<file path="src/rtl/edge_count_pkg.sv">
// Shared types and constants for the edge-count-to-BCD feeder.
// Used by edge_count_bcd and its testbench.
package edge_count_pkg;

  localparam int MAX_COUNT = 99;
  localparam int BCD_W     = 4;
  localparam int CNT_W     = 7;

  typedef enum logic [1:0] {
    COUNT = 2'd0,
    TENS  = 2'd1,
    UNITS = 2'd2
  } state_t;

  function automatic logic [CNT_W-1:0] sat_inc(
    input logic [CNT_W-1:0] v
  );
    if (v == CNT_W'(MAX_COUNT))
      return v;
    return v + 1'b1;
  endfunction

endpackage

</file>
<file path="src/rtl/edge_sync.sv">
// Two-flop synchronizer plus history flop and rising-edge detect.
// edge_out pulses for one clk per rising edge of async_in.
module edge_sync (
  input  logic clk,
  input  logic reset,
  input  logic async_in,
  output logic edge_out
);

  logic r_s1;
  logic r_s2;
  logic r_s3;

  always_ff @(posedge clk) begin
    if (reset) begin
      r_s1 <= 1'b0;
      r_s2 <= 1'b0;
      r_s3 <= 1'b0;
    end else begin
      r_s1 <= async_in;
      r_s2 <= r_s1;
      r_s3 <= r_s2;
    end
  end

  assign edge_out = r_s2 & ~r_s3;

endmodule

</file>
<file path="src/rtl/edge_count_bcd.sv">
// Gated edge counter with repeated-subtraction BCD conversion.
// Optional sticky saturation flag: define OVERFLOW_FLAG_EN.
module edge_count_bcd
  import edge_count_pkg::*;
#(
  parameter int UPDATE_PERIOD = 1200,
  parameter int PERIOD_W      = 12
) (
  input  logic             clk,
  input  logic             reset,
  input  logic             signal,
  output logic [BCD_W-1:0] tens,
  output logic [BCD_W-1:0] units,
  output logic             load
`ifdef OVERFLOW_FLAG_EN
  ,
  output logic             overflow
`endif
);

  logic                w_edge;
  logic                w_win_end;
  logic                w_at_max;
  logic                w_ge10;
  logic [CNT_W-1:0]    w_final;
  state_t              w_next;

  state_t              r_state;
  logic [PERIOD_W-1:0] r_timer;
  logic [CNT_W-1:0]    r_edge_cnt;
  logic [CNT_W-1:0]    r_work;
  logic [BCD_W-1:0]    r_tens_acc;
  logic [BCD_W-1:0]    r_tens;
  logic [BCD_W-1:0]    r_units;
  logic                r_load;

  edge_sync u_sync (
    .clk      (clk),
    .reset    (reset),
    .async_in (signal),
    .edge_out (w_edge)
  );

  assign w_win_end = (r_timer >= PERIOD_W'(UPDATE_PERIOD - 1));
  assign w_at_max  = (r_edge_cnt == CNT_W'(MAX_COUNT));
  assign w_ge10    = (r_work >= CNT_W'(10));
  // The closing cycle's edge still belongs to the window
  assign w_final   = w_edge ? sat_inc(r_edge_cnt) : r_edge_cnt;

  always_ff @(posedge clk) begin
    if (reset)
      r_state <= COUNT;
    else
      r_state <= w_next;
  end

  always_comb begin
    w_next = r_state;
    case (r_state)
      COUNT: if (w_win_end) w_next = TENS;
      TENS:  if (!w_ge10)   w_next = UNITS;
      UNITS: w_next = COUNT;
      default: w_next = COUNT;
    endcase
  end

  always_ff @(posedge clk) begin
    if (reset) begin
      r_timer    <= '0;
      r_edge_cnt <= '0;
      r_work     <= '0;
      r_tens_acc <= '0;
      r_tens     <= '0;
      r_units    <= '0;
      r_load     <= 1'b0;
    end else begin
      r_load <= 1'b0;
      case (r_state)
        COUNT: begin
          if (w_win_end) begin
            r_timer    <= '0;
            r_edge_cnt <= '0;
            r_work     <= w_final;
            r_tens_acc <= '0;
          end else begin
            r_timer    <= r_timer + 1'b1;
            r_edge_cnt <= w_final;
          end
        end
        TENS: begin
          if (w_ge10) begin
            r_work     <= r_work - CNT_W'(10);
            r_tens_acc <= r_tens_acc + 1'b1;
          end
        end
        UNITS: begin
          r_tens  <= r_tens_acc;
          r_units <= r_work[BCD_W-1:0];
          r_load  <= 1'b1;
        end
        default: begin
          r_timer    <= '0;
          r_edge_cnt <= '0;
        end
      endcase
    end
  end

  assign tens  = r_tens;
  assign units = r_units;
  assign load  = r_load;

`ifdef OVERFLOW_FLAG_EN
  logic w_ovf_hit;
  logic r_ovf_sticky;
  logic r_ovf_win;
  logic r_overflow;

  assign w_ovf_hit = w_edge & w_at_max;

  always_ff @(posedge clk) begin
    if (reset) begin
      r_ovf_sticky <= 1'b0;
      r_ovf_win    <= 1'b0;
      r_overflow   <= 1'b0;
    end else begin
      case (r_state)
        COUNT: begin
          if (w_win_end) begin
            r_ovf_win    <= r_ovf_sticky | w_ovf_hit;
            r_ovf_sticky <= 1'b0;
          end else if (w_ovf_hit) begin
            r_ovf_sticky <= 1'b1;
          end
        end
        UNITS:   r_overflow <= r_ovf_win;
        default: ;
      endcase
    end
  end

  assign overflow = r_overflow;
`endif

endmodule

</file>
<file path="config.mk">
export PLATFORM = sky130hd
export DESIGN_NAME = edge_count_bcd
export DESIGN_NICKNAME = d
export VERILOG_FILES = /design/src/rtl/edge_count_pkg.sv /design/src/rtl/edge_sync.sv /design/src/rtl/edge_count_bcd.sv
export SDC_FILE = /design/constraint.sdc
export NUM_CORES = 1
export LEC_CHECK = 0
export ABC_AREA = 0
export CAP_MARGIN = 20
export CORE_MARGIN = 2
export CORE_UTILIZATION = 40
export DETAILED_ROUTE_END_ITERATION = 12
export PLACE_DENSITY = 0.63
export RECOVER_POWER = 25
export SYNTH_ARGS = -nofsm -noshare
export SYNTH_HDL_FRONTEND = slang
export SYNTH_SLANG_ARGS = --single-unit
</file>
<file path="constraint.sdc">
create_clock -name clk -period 2.45 [get_ports clk]
set_clock_uncertainty 0.05 [all_clocks]
set_input_delay 0.49 -clock clk [delete_from_list [all_inputs] [get_ports clk]]
set_output_delay 0.49 -clock clk [all_outputs]
set_load 0.01 [all_outputs]
</file>
# Yosys cells after proc, flatten, opt, wreduce, memory -nomap -nowiden
# Index checks and enable logic that the tools add are counted.
# totals
ff_bits,44
input_bits,3
output_inout_bits,9
wordCells,48
# classes
addsub,4
n_lt_le_gt_ge,2
eq_ne,6
n_mux,18
n_bitwise,2
n_reduce_logical,5
# ops
cell,count
2-to-1 mux 7 bit,6
one-hot mux 7 bit (2 select lines),2
one-hot mux 12 bit (2 select lines),1
adder 12 x 1 -> 12 bit (second input constant),1
>= comparator 12 x 11 -> 1 bit (second input constant),1
2-to-1 mux 12 bit,1
2-to-1 mux 4 bit,2
one-hot mux 4 bit (2 select lines),1
adder 7 x 1 -> 7 bit (second input constant),1
== test 7 bit (second input constant),1
>= comparator 7 x 4 -> 1 bit (second input constant),1
subtractor 7 x 4 -> 7 bit (second input constant),1
inequality test 2 bit (second input constant),3
adder 4 x 1 -> 4 bit (second input constant),1
2-to-1 mux 2 bit,2
one-hot mux 2 bit (2 select lines),1
AND reduction 3 bit,1
== test 2 x 1 -> 1 bit (second input constant),1
== test 2 bit (second input constant),1
zero test 2 bit,1
2-to-1 mux 1 bit,2
AND reduction 2 bit,1
nonzero test 2 bit,1
OR reduction 2 bit,1
other kinds (2),2

# Depth between registers and ports, before layout
# Gate-level depths: netlist of run 1.
# depth
depth_word,6
mapped_depth,8
depth_no_buf,7

# Modules after synthesis
# From an unflattened synthesis of run 1, not the netlist that was laid out.
# unflattened
cells_unflattened,258
hier_area_um2,2227.1
# modules_own_cells
mod,instances,cells_each,area_per_inst_um2,seq_area_each_um2
edge_count_bcd,1,251,2139.6,820.8
edge_sync,1,7,87.6,60.1

# Worst setup path before layout of run 1
# Ideal clock, no wire load.
# synth_timing
kind,register to register
from,reg r_timer[5]
to,reg r_edge_cnt[3]
setup_time_ps,74
arrival_ps,1741
required_ps,2326
slack_ps,584
path_stages_with_launch,7
n_path_buf,1
synth_period_minus_slack_ps,1866
cell_sequence,dfxtp_1 > a2111oi_4 > nor2_2 > or2_0 > buf_2 > or4_1 > a31oi_1
# synth_via
elab_chain_cells,3
# synth_lines
element,line,text
"start, declared",edge_count_bcd.sv:29,logic [PERIOD_W-1:0] r_timer;
"start signal, assigned",edge_count_bcd.sv:86,r_timer <= r_timer + 1'b1;
>= comparator 12 x 11 -> 1 bit,edge_count_bcd.sv:44,assign w_win_end = (r_timer >= PERIOD_W'(UPDATE_PERIOD - 1));
2-to-1 mux 7 bit,edge_count_bcd.sv:80,if (w_win_end) begin
one-hot mux 7 bit (2 select lines),edge_count_bcd.sv:78,case (r_state)
"end signal, assigned",edge_count_bcd.sv:87,r_edge_cnt <= w_final;
"end, declared",edge_count_bcd.sv:30,logic [CNT_W-1:0] r_edge_cnt;
# No other way between the ends.
# A chain may end at the register's enable or synchronous reset.

# Worst setup path after layout of run 1
# layout_timing
from,reg r_timer[9]
to,reg r_tens_acc[3]
# layout_via
elab_chain_cells,3
# layout_lines
element,line,text
>= comparator 12 x 11 -> 1 bit,edge_count_bcd.sv:44,
inequality test 2 bit (no line),--,
AND reduction 3 bit (no line),--,
"end signal, assigned",edge_count_bcd.sv:93,r_tens_acc <= r_tens_acc + 1'b1;
"end, declared",edge_count_bcd.sv:32,logic [BCD_W-1:0] r_tens_acc;
# No other way between the ends.

==> results.cfg, run 1 <==
[status]
status = completed

[floorplanning]
core_area_um2 = 5410
dieArea_um2 = 6120
row_count = 27
die_h_um = 78.3
initial_core_util_pct = 40.8
die_x_um = 78.3
io_pins = 12

[pwr]
p_leak_nw = 0.883
post-layout-total-power_mw = 1.96
power.density_nw_per_um2 = 790
ir_drop_v = 0.000374

[synthesis]
async_flop_share_pct = 0
synthCells = 257
yosysSeqAreaShare_pct = 39.9
syn-cell-area_um2 = 2210
postSynthAreaPerCell_um2 = 8.58
yosys_most_used_dff = dfxtp_1
syn-num-nets = 267
synth_warnings = 0
synth_seq_cells = 44
synth-edff-count = 0
synth_cell_types = 49

[route]
drt_iter0_markers = 158
postRouteAntennaNets = 0
firstDrtPassIters = 4
wire_per_inst_um = 12.9
drc = 0
vias = 1792
wirelength_um = 4390
avgViaCountPerCell = 5.26

[global_routing]
track_usage_pct = 15.7
grt_pass1_wl_um = 7790
grt.overflow.total = 0
grt_busiest_layer = met2
antenna_found_initial = 0
grt_use_met1_pct = 21.0
grt_pass1_vias = 1672
use_met3_pct = 4.14
grt_start_max_net_pins = 19
gr-usage-met2_pct = 24.7

[critical_path]
worstPathRequired_ns = 2.64
cp_max_fo = 14
path_common_cell = or3_1
reg2reg_slack_ns = 0.29
crit_type = reg2reg
path_cells = or3_1 -> o311ai_4 -> o221ai_2 -> or3_1 -> a21oi_1
reg2reg_depth = 5
cp-start-kind = flop
cp_num_buf_inv = 0
crit_family = simple AND/OR/NAND/NOR gates
cp.arrival_ns = 2.35
slowest_delay_ns = 0.43
crit_path_top_delay_cell = or3_1
rr_endpoint = r_tens_acc[3]
cp-end-kind = flop
r2r-start = r_timer[9]

[clock_tree]
cts_made_buffers = 5
clockBufferDepth = 2
post-cts-setup-buffers = 0
clkTransAtPathRegs_ns = 0.08
insertion_delay_ns = 0.30
ctsResizeCount = 0
h-tree-depth = 2
cts_root_buf = clkbuf_8
cts.sinks = 44
hold_buffers = 0
cts_tree = done

[min_path]
hold_path_class = reg2reg
hp-start = u_sync.r_s1
hold-path-cell-count = 1
min_to = u_sync.r_s2

[sta]
final_hold_viol_count = 0
finalMaxSlewViolations = 0
finalSetupViolCount = 0
tightest_slew_ns = 0.844
fin_tns_setup_ns = 0
min_period_ns = 2.16
period_share_pct = 88.2
clock.fmax_mhz = 463
maxSlewHeadroom_pct = 43.5
rsz0062_at_grt = false
worst_slack_ns = 0.289

[flow_run]
max_cap_violations = 0

[place]
hpwl_um = 3150
place_congestion = 0.817
port_buffers = 11
dp_slack_ns = 0.289

[layout]
nets = 278
drive_above_1_share_pct = 7.43
antenna_cells = 0
area_growth_pct = 12.8
final_core_util_pct = 46.0
==> where the power goes <==
part	internal (mW)	total [mW]	switching, mW
sequential	0.764	0.805	0.0407
clock	0.303	0.545	0.243
combinational	0.224	0.615	0.391
==> cell usage after synthesis (all sizes together), types with 5 or more instances <==
cell    number  area share, %
ha           7            4.0
xor2         7            2.8
or3          5            1.5
xnor2        7            2.8
nand2       19            3.2
nand4        6            1.7
clkbuf       8            1.4
and3         5            1.5
o21ai       15            3.4
dfxtp       44             40
mux2i        8            3.6
nor2b        7            2.0
inv         11            1.9
nand3        9            2.0
a21oi       25            5.7
nor2        28            4.9
==> logic make-up (layout without fill, tap and decap cells) <==
family | after synthesis | in the layout | share of synthesized area [%]
and+or+nand+nor | 102 | 102 | 24.5
AOI/OAI and AO/OA | 58 | 58 | 17.8
DFF | 44 | 44 | 39.9
buffers and inverters | 24 | 36 | 4.59
xor gates and xnor gates | 14 | 14 | 5.56
muxes | 8 | 8 | 3.63
adders and majority gates | 7 | 7 | 3.97
==> sequential cells by signal (all words and copies together) (netlist names), 2 cells and up <==
| register | flops |
|---|---|
| r_work | 7 |
| units | 4 |
| r_timer | 12 |
| r_edge_cnt | 7 |
| r_tens_acc | 4 |
| r_state | 2 |
| tens | 4 |
==> metal layers <==
layer	part of all wire, %	wire length (um)
met1	48	2130
met3	3.2	140
met5	0	0
met4	1.5	68
met2	47	2060
==> per-stage QoR <==
step                      instance area, um^2  cells  hold slack [ns]
after floorplan                          2210    257            0.364
after global placement                   2390    333            0.367
after detailed placement                 2390    333            0.379
after CTS                                2490    341            0.400
after global routing                     2490    341            0.412
final                                    2490    341            0.394
==> worst max-delay path by stage <==
stage	startpoint	to	slack (ns)	cells past startpoint
floorplan	r_timer[5]	r_edge_cnt[3]	0.58	6
detailed placement	r_timer[9]	r_tens_acc[3]	0.29	5
global route	r_timer[5]	r_tens_acc[3]	0.07	5
finish	r_timer[9]	r_tens_acc[3]	0.29	5
global placement	r_timer[9]	r_tens_acc[3]	0.32	5
CTS	r_timer[9]	r_tens_acc[3]	0.26	5
==> final cells by class <==
class / count / area, um^2
multi-input combinational: 189 / 1220
timing repair buffer: 16 / 140
clock inverter: 2 / 35.0
sequential: 44 / 881
inverter: 12 / 45.0
tap: 72 / 90.1
clock buffer: 6 / 72.6
fill: 546 / 2920
==> layout by cell type (no fill, tap or decap), types with 2 or more instances in the layout <==
cell type / n
or4_1: 2
a31oi_1: 3
dlygate4sd3_1: 2
nor2b_1: 7
clkbuf_1: 3
nor3_1: 4
ha_1: 7
inv_1: 11
xor2_1: 7
buf_4: 3
a21oi_1: 25
nand3_1: 9
o21ai_0: 15
nand4_1: 6
o32ai_1: 3
clkbuf_8: 5
clkdlybuf4s50_1: 9
nand2_1: 19
or3_1: 4
and2_1: 3
mux2i_1: 8
xnor2_1: 7
nand3b_1: 4
and3_1: 4
a211o_1: 2
dfxtp_1: 44
nor2_1: 27
==> worst reg2reg max path, cell delays in order (launching register included) <==
cell      delay (ns)
dfxtp_1         0.40
or3_1           0.42
o311ai_4        0.34
o221ai_2        0.32
or3_1           0.44
a21oi_1         0.13
Power figures use the tool's default switching activity.
==> run 2: changes to the inputs <==
--- a/config.mk
+++ b/config.mk
@@ -7,11 +7,14 @@
 export LEC_CHECK = 0
 export ABC_AREA = 0
 export CAP_MARGIN = 20
+export CELL_PAD_IN_SITES_DETAIL_PLACEMENT = 2
+export CELL_PAD_IN_SITES_GLOBAL_PLACEMENT = 2
 export CORE_MARGIN = 2
-export CORE_UTILIZATION = 40
+export CORE_UTILIZATION = 39
 export DETAILED_ROUTE_END_ITERATION = 12
-export PLACE_DENSITY = 0.63
+export PLACE_DENSITY = 0.89
 export RECOVER_POWER = 25
+export REMOVE_ABC_BUFFERS = 1
 export SYNTH_ARGS = -nofsm -noshare
 export SYNTH_HDL_FRONTEND = slang
 export SYNTH_SLANG_ARGS = --single-unit
==> constraint.sdc (replaced) <==
create_clock -name clk -period 2.58 [get_ports clk]
set_clock_uncertainty 0.05 [all_clocks]
set_input_delay 0.516 -clock clk [delete_from_list [all_inputs] [get_ports clk]]
set_output_delay 0.516 -clock clk [all_outputs]
set_load 0.01 [all_outputs]
==> results.cfg, run 2 (same netlist as run 1, synthesis figures left out) <==
[status]
status = completed

[place]
hpwl_um = 5060
place_congestion = 0.861
port_buffers = 11

[layout]
largest_register = r_timer
final_common_cell = dfxtp_1
largest_reg_flops = 12
final_cell_mix = 44 x dfxtp_1, 26 x nor2_1, 25 x a21oi_1, 19 x nand2_1, 15 x o21ai_0
drive_above_1_share_pct = 8.92
nets = 278
multi_input_area_um2 = 1230
num-fill-cells = 612
antenna_cells = 0
area_growth_pct = 12.5
reg_top3 = r_timer (12), r_edge_cnt (7), r_work (7)
regArea_um2 = 881

[sta]
rsz0062_at_grt = false
finalMaxSlewViolations = 0
finalSetupViolCount = 0
fin_tns_setup_ns = 0
period_share_pct = 87.2
clock.fmax_mhz = 445
tightest_slew_ns = 0.667
maxSlewHeadroom_pct = 55.5
worst_hold_slack_ns = 0.407
min_period_ns = 2.25
final_hold_viol_count = 0

[global_routing]
antenna_found_initial = 0
grt_pass1_vias = 2182
track_usage_pct = 23.0
grt_start_max_net_pins = 28
grt_pass1_wl_um = 11100
grt.overflow.total = 0

[clock_tree]
clkTransAtPathRegs_ns = 0.09
cts_root_buf = clkbuf_8
insertion_delay_ns = 0.31
clockBufferDepth = 2
h-tree-depth = 2
cts.sinks = 44
cts_tree = done
hold_buffers = 0
cts_made_buffers = 5

[route]
avgViaCountPerCell = 5.69
wirelength_um = 6570
firstDrtPassIters = 4
postRouteAntennaNets = 0
drt_iter0_markers = 62
wire_per_inst_um = 19.3
drc = 0
vias = 1941

[min_path]
min_to = u_sync.r_s2
hp-start = u_sync.r_s1
hold_path_class = reg2reg
hold-path-cell-count = 1

[floorplanning]
row_count = 27
die_x_um = 79.2
io_pins = 12
initial_core_util_pct = 40.3
die_h_um = 79.2
dieArea_um2 = 6270
core_area_um2 = 5470

[pwr]
sw_frac_of_total_pct = 38.2
clkPwrFrac_pct = 24.6
power_frac_comb_pct = 34.1
p_leak_nw = 0.887
power.density_nw_per_um2 = 752
internal-power_mw = 1.15
ir_drop_v = 0.000306
p_switching_mw = 0.713
power_frac_seq_pct = 41.3

[critical_path]
crit_type = reg2reg
reg2reg_slack_ns = 0.33
reg2reg_depth = 5
cp.arrival_ns = 2.44
cp-end-kind = flop
path_common_cell = or3_1
r2r-start = r_timer[8]
path_cells = or3_1 -> o311ai_4 -> o221ai_2 -> or3_1 -> a21oi_1
crit_path_top_delay_cell = or3_1
worstPathRequired_ns = 2.77
crit_family = simple AND/OR/NAND/NOR gates
rr_endpoint = r_tens_acc[3]
cp_num_buf_inv = 0
cp-start-kind = flop
slowest_delay_ns = 0.44
cp_max_fo = 14

[flow_run]
max_cap_violations = 0
==> run 2: cell count changes in the layout (fill, tap and decap cells not counted), sizes merged <==
cell / delta
bufinv: -1
clkbuf: -2
buf: +2
clkinv: +1
==> run 2: repair_timing <==
action                     4_1_cts  5_1_grt
setup buffers                    0        0
gates resized for setup          0        1
setup endpoints to repair        0        7
==> run 2: layout make-up <==
type,instances,area share (%)
Clock buffer,6,3.33
Clock inverter,2,0.403
Inverter,12,1.81
Multi-Input combinational cell,189,49.4
Sequential cell,44,35.5
Tap cell,72,3.63
Timing Repair Buffer,16,5.95
==> run 2: worst max-delay path by stage <==
stage | from | end | slack [ns] | depth (start not counted)
floorplan | r_timer[8] | r_timer[0] | 0.35 | 5
finish | r_timer[8] | r_tens_acc[3] | 0.33 | 5
global placement | r_state[0] | r_timer[11] | 0.43 | 7
CTS | r_state[0] | r_timer[3] | 0.1 | 7
detailed placement | r_state[0] | r_timer[3] | 0.18 | 7
global route | r_timer[0] | r_tens_acc[3] | 0.19 | 6
==> run 2: power groups by stage <==
stage          clock network (mW)  logic (mW)  registers [mW]
4_1_cts                     0.472       0.639           0.772
5_1_grt                     0.502       0.701           0.779
6_report                    0.458       0.637           0.771
3_5_place_dp                    0       0.632           0.788
2_1_floorplan                   0       0.412           0.772
3_3_place_gp                    0       0.590           0.781
==> run 2: stage by stage <==
step                      cells  setup slack, ns  instance area [um^2]  utilization (%)  power (mW)
after global placement      333            0.434                  2390             43.6        1.37
after floorplan             245            0.348                  2150                -        1.18
final                       341            0.331                  2480             45.4        1.87
after detailed placement    333            0.176                  2390             43.6        1.42
after CTS                   341           0.0997                  2480             45.3        1.88
after global routing        341            0.191                  2480             45.4        1.98
==> run 2: metal layers <==
metal,GRT usage [%],vias to the layer above,part of all wire (%)
met2,42.2,33,53
met3,5.00,12,3.1
met5,0,-,0
li1,-,923,-
met1,26.0,973,41
met4,8.28,0,2.0
==> run 3: changes to the inputs <==
--- a/config.mk
+++ b/config.mk
@@ -11,6 +11,7 @@
 export CELL_PAD_IN_SITES_GLOBAL_PLACEMENT = 2
 export CORE_MARGIN = 2
 export CORE_UTILIZATION = 39
+export CTS_BUF_LIST = sky130_fd_sc_hd__clkbuf_16
 export DETAILED_ROUTE_END_ITERATION = 12
 export PLACE_DENSITY = 0.89
 export RECOVER_POWER = 25
==> results.cfg, run 3 (same netlist as run 1, synthesis figures left out) <==
[status]
status = completed

[pwr]
ir_drop_v = 0.000403
power.density_nw_per_um2 = 816
post-layout-total-power_mw = 2.06
p_leak_nw = 0.907

[layout]
antenna_cells = 0
final_common_cell = dfxtp_1
largest_register = r_timer
area_growth_pct = 14.6
drive_above_1_share_pct = 8.55
reg_top3 = r_timer (12), r_edge_cnt (7), r_work (7)
nets = 278
fin_area_um2 = 2530
largest_reg_flops = 12
final_cell_mix = 44 x dfxtp_1, 26 x nor2_1, 25 x a21oi_1, 19 x nand2_1, 15 x o21ai_0

[critical_path]
cp-start-kind = flop
cp.arrival_ns = 2.47
worstPathRequired_ns = 2.75
cp-end-kind = flop
crit_type = reg2reg
cp_max_fo = 14

[place]
port_buffers = 11
hpwl_um = 5060
place_congestion = 0.861
placed_area_um2 = 2390

[global_routing]
grt_start_max_net_pins = 28
grt.overflow.total = 0
track_usage_pct = 25.5
grt_pass1_wl_um = 12200
antenna_found_initial = 0
grt_pass1_vias = 2279

[floorplanning]
initial_core_util_pct = 40.3
die_x_um = 79.2
row_count = 27
core_area_um2 = 5470
dieArea_um2 = 6270
die_h_um = 79.2
io_pins = 12

[sta]
clock.fmax_mhz = 433
rsz0062_at_grt = false
final_hold_viol_count = 0
period_share_pct = 89.4
min_period_ns = 2.31
tightest_slew_ns = 0.703
maxSlewHeadroom_pct = 53.1
fin_tns_setup_ns = 0
finalSetupViolCount = 0
finalMaxSlewViolations = 0
worst_hold_slack_ns = 0.402

[route]
vias = 1976
postRouteAntennaNets = 0
drt_iter0_markers = 106
wire_per_inst_um = 21.8
firstDrtPassIters = 5
drc = 0
avgViaCountPerCell = 5.79
wirelength_um = 7450

[clock_tree]
ctsResizeCount = 0
post-cts-setup-buffers = 0
cts_made_buffers = 5
hold_buffers = 0
h-tree-depth = 2
clkTransAtPathRegs_ns = 0.06
cts.sinks = 44
insertion_delay_ns = 0.29
cts_tree = done
cts_root_buf = clkbuf_16
clockBufferDepth = 2

[flow_run]
max_cap_violations = 0

[min_path]
hold_path_class = reg2reg
[run 3: cell types whose count changed in the layout (fill, tap and decap cells not counted)]
| cell | before | now |
|---|---|---|
| clkbuf_8 | 6 | 0 |
| clkinv_1 | 1 | 2 |
| clkbuf_16 | 0 | 5 |
[run 3: layout make-up]
cell class	instances	area [um^2]
Clock inverter	3	13.8
Tap cell	72	90.1
Multi-Input combinational cell	189	1230
Timing Repair Buffer	16	148
Inverter	12	45.0
Sequential cell	44	881
Clock buffer	5	125
Fill cell	598	2940
[run 3: worst max-delay path, stage by stage, from the launching register on]
cell and delay [ns]:
dfxtp_1 0.38, or3_1 0.44, o311ai_4 0.38, o221ai_2 0.36, or3_1 0.45, a21oi_1 0.17
[run 3: metrics by stage]
stage / cells / setup slack, ns / utilization, %
finish: 341 / 0.273 / 46.2
detailed placement: 333 / 0.176 / 43.6
floorplan: 245 / 0.348 / -
global placement: 333 / 0.434 / 43.6
CTS: 341 / 0.116 / 46.2
global route: 341 / 0.153 / 46.2
[run 3: where the power goes]
part | switching [mW] | internal (mW)
sequential | 0.0510 | 0.726
combinational | 0.444 | 0.213
clock | 0.275 | 0.352
[run 3: final timing paths]
kind | to | from | cells after the start | slack (ns)
max reg2reg | r_tens_acc[3] | r_timer[8] | 5 | 0.27
min | u_sync.r_s2 | u_sync.r_s1 | 1 | 0.40
min reg2reg | u_sync.r_s2 | u_sync.r_s1 | 1 | 0.40
max | r_tens_acc[3] | r_timer[8] | 5 | 0.27
[run 3: metal layers]
| metal | part of all wire, % | routed length, um | track usage, % |
|---|---|---|---|
| met3 | 3.3 | 248 | 5.91 |
| met2 | 52 | 3910 | 45.5 |
| met4 | 3.0 | 223 | 10.9 |
| met5 | 0 | 0 | 0 |
| met1 | 41 | 3070 | 29.0 |
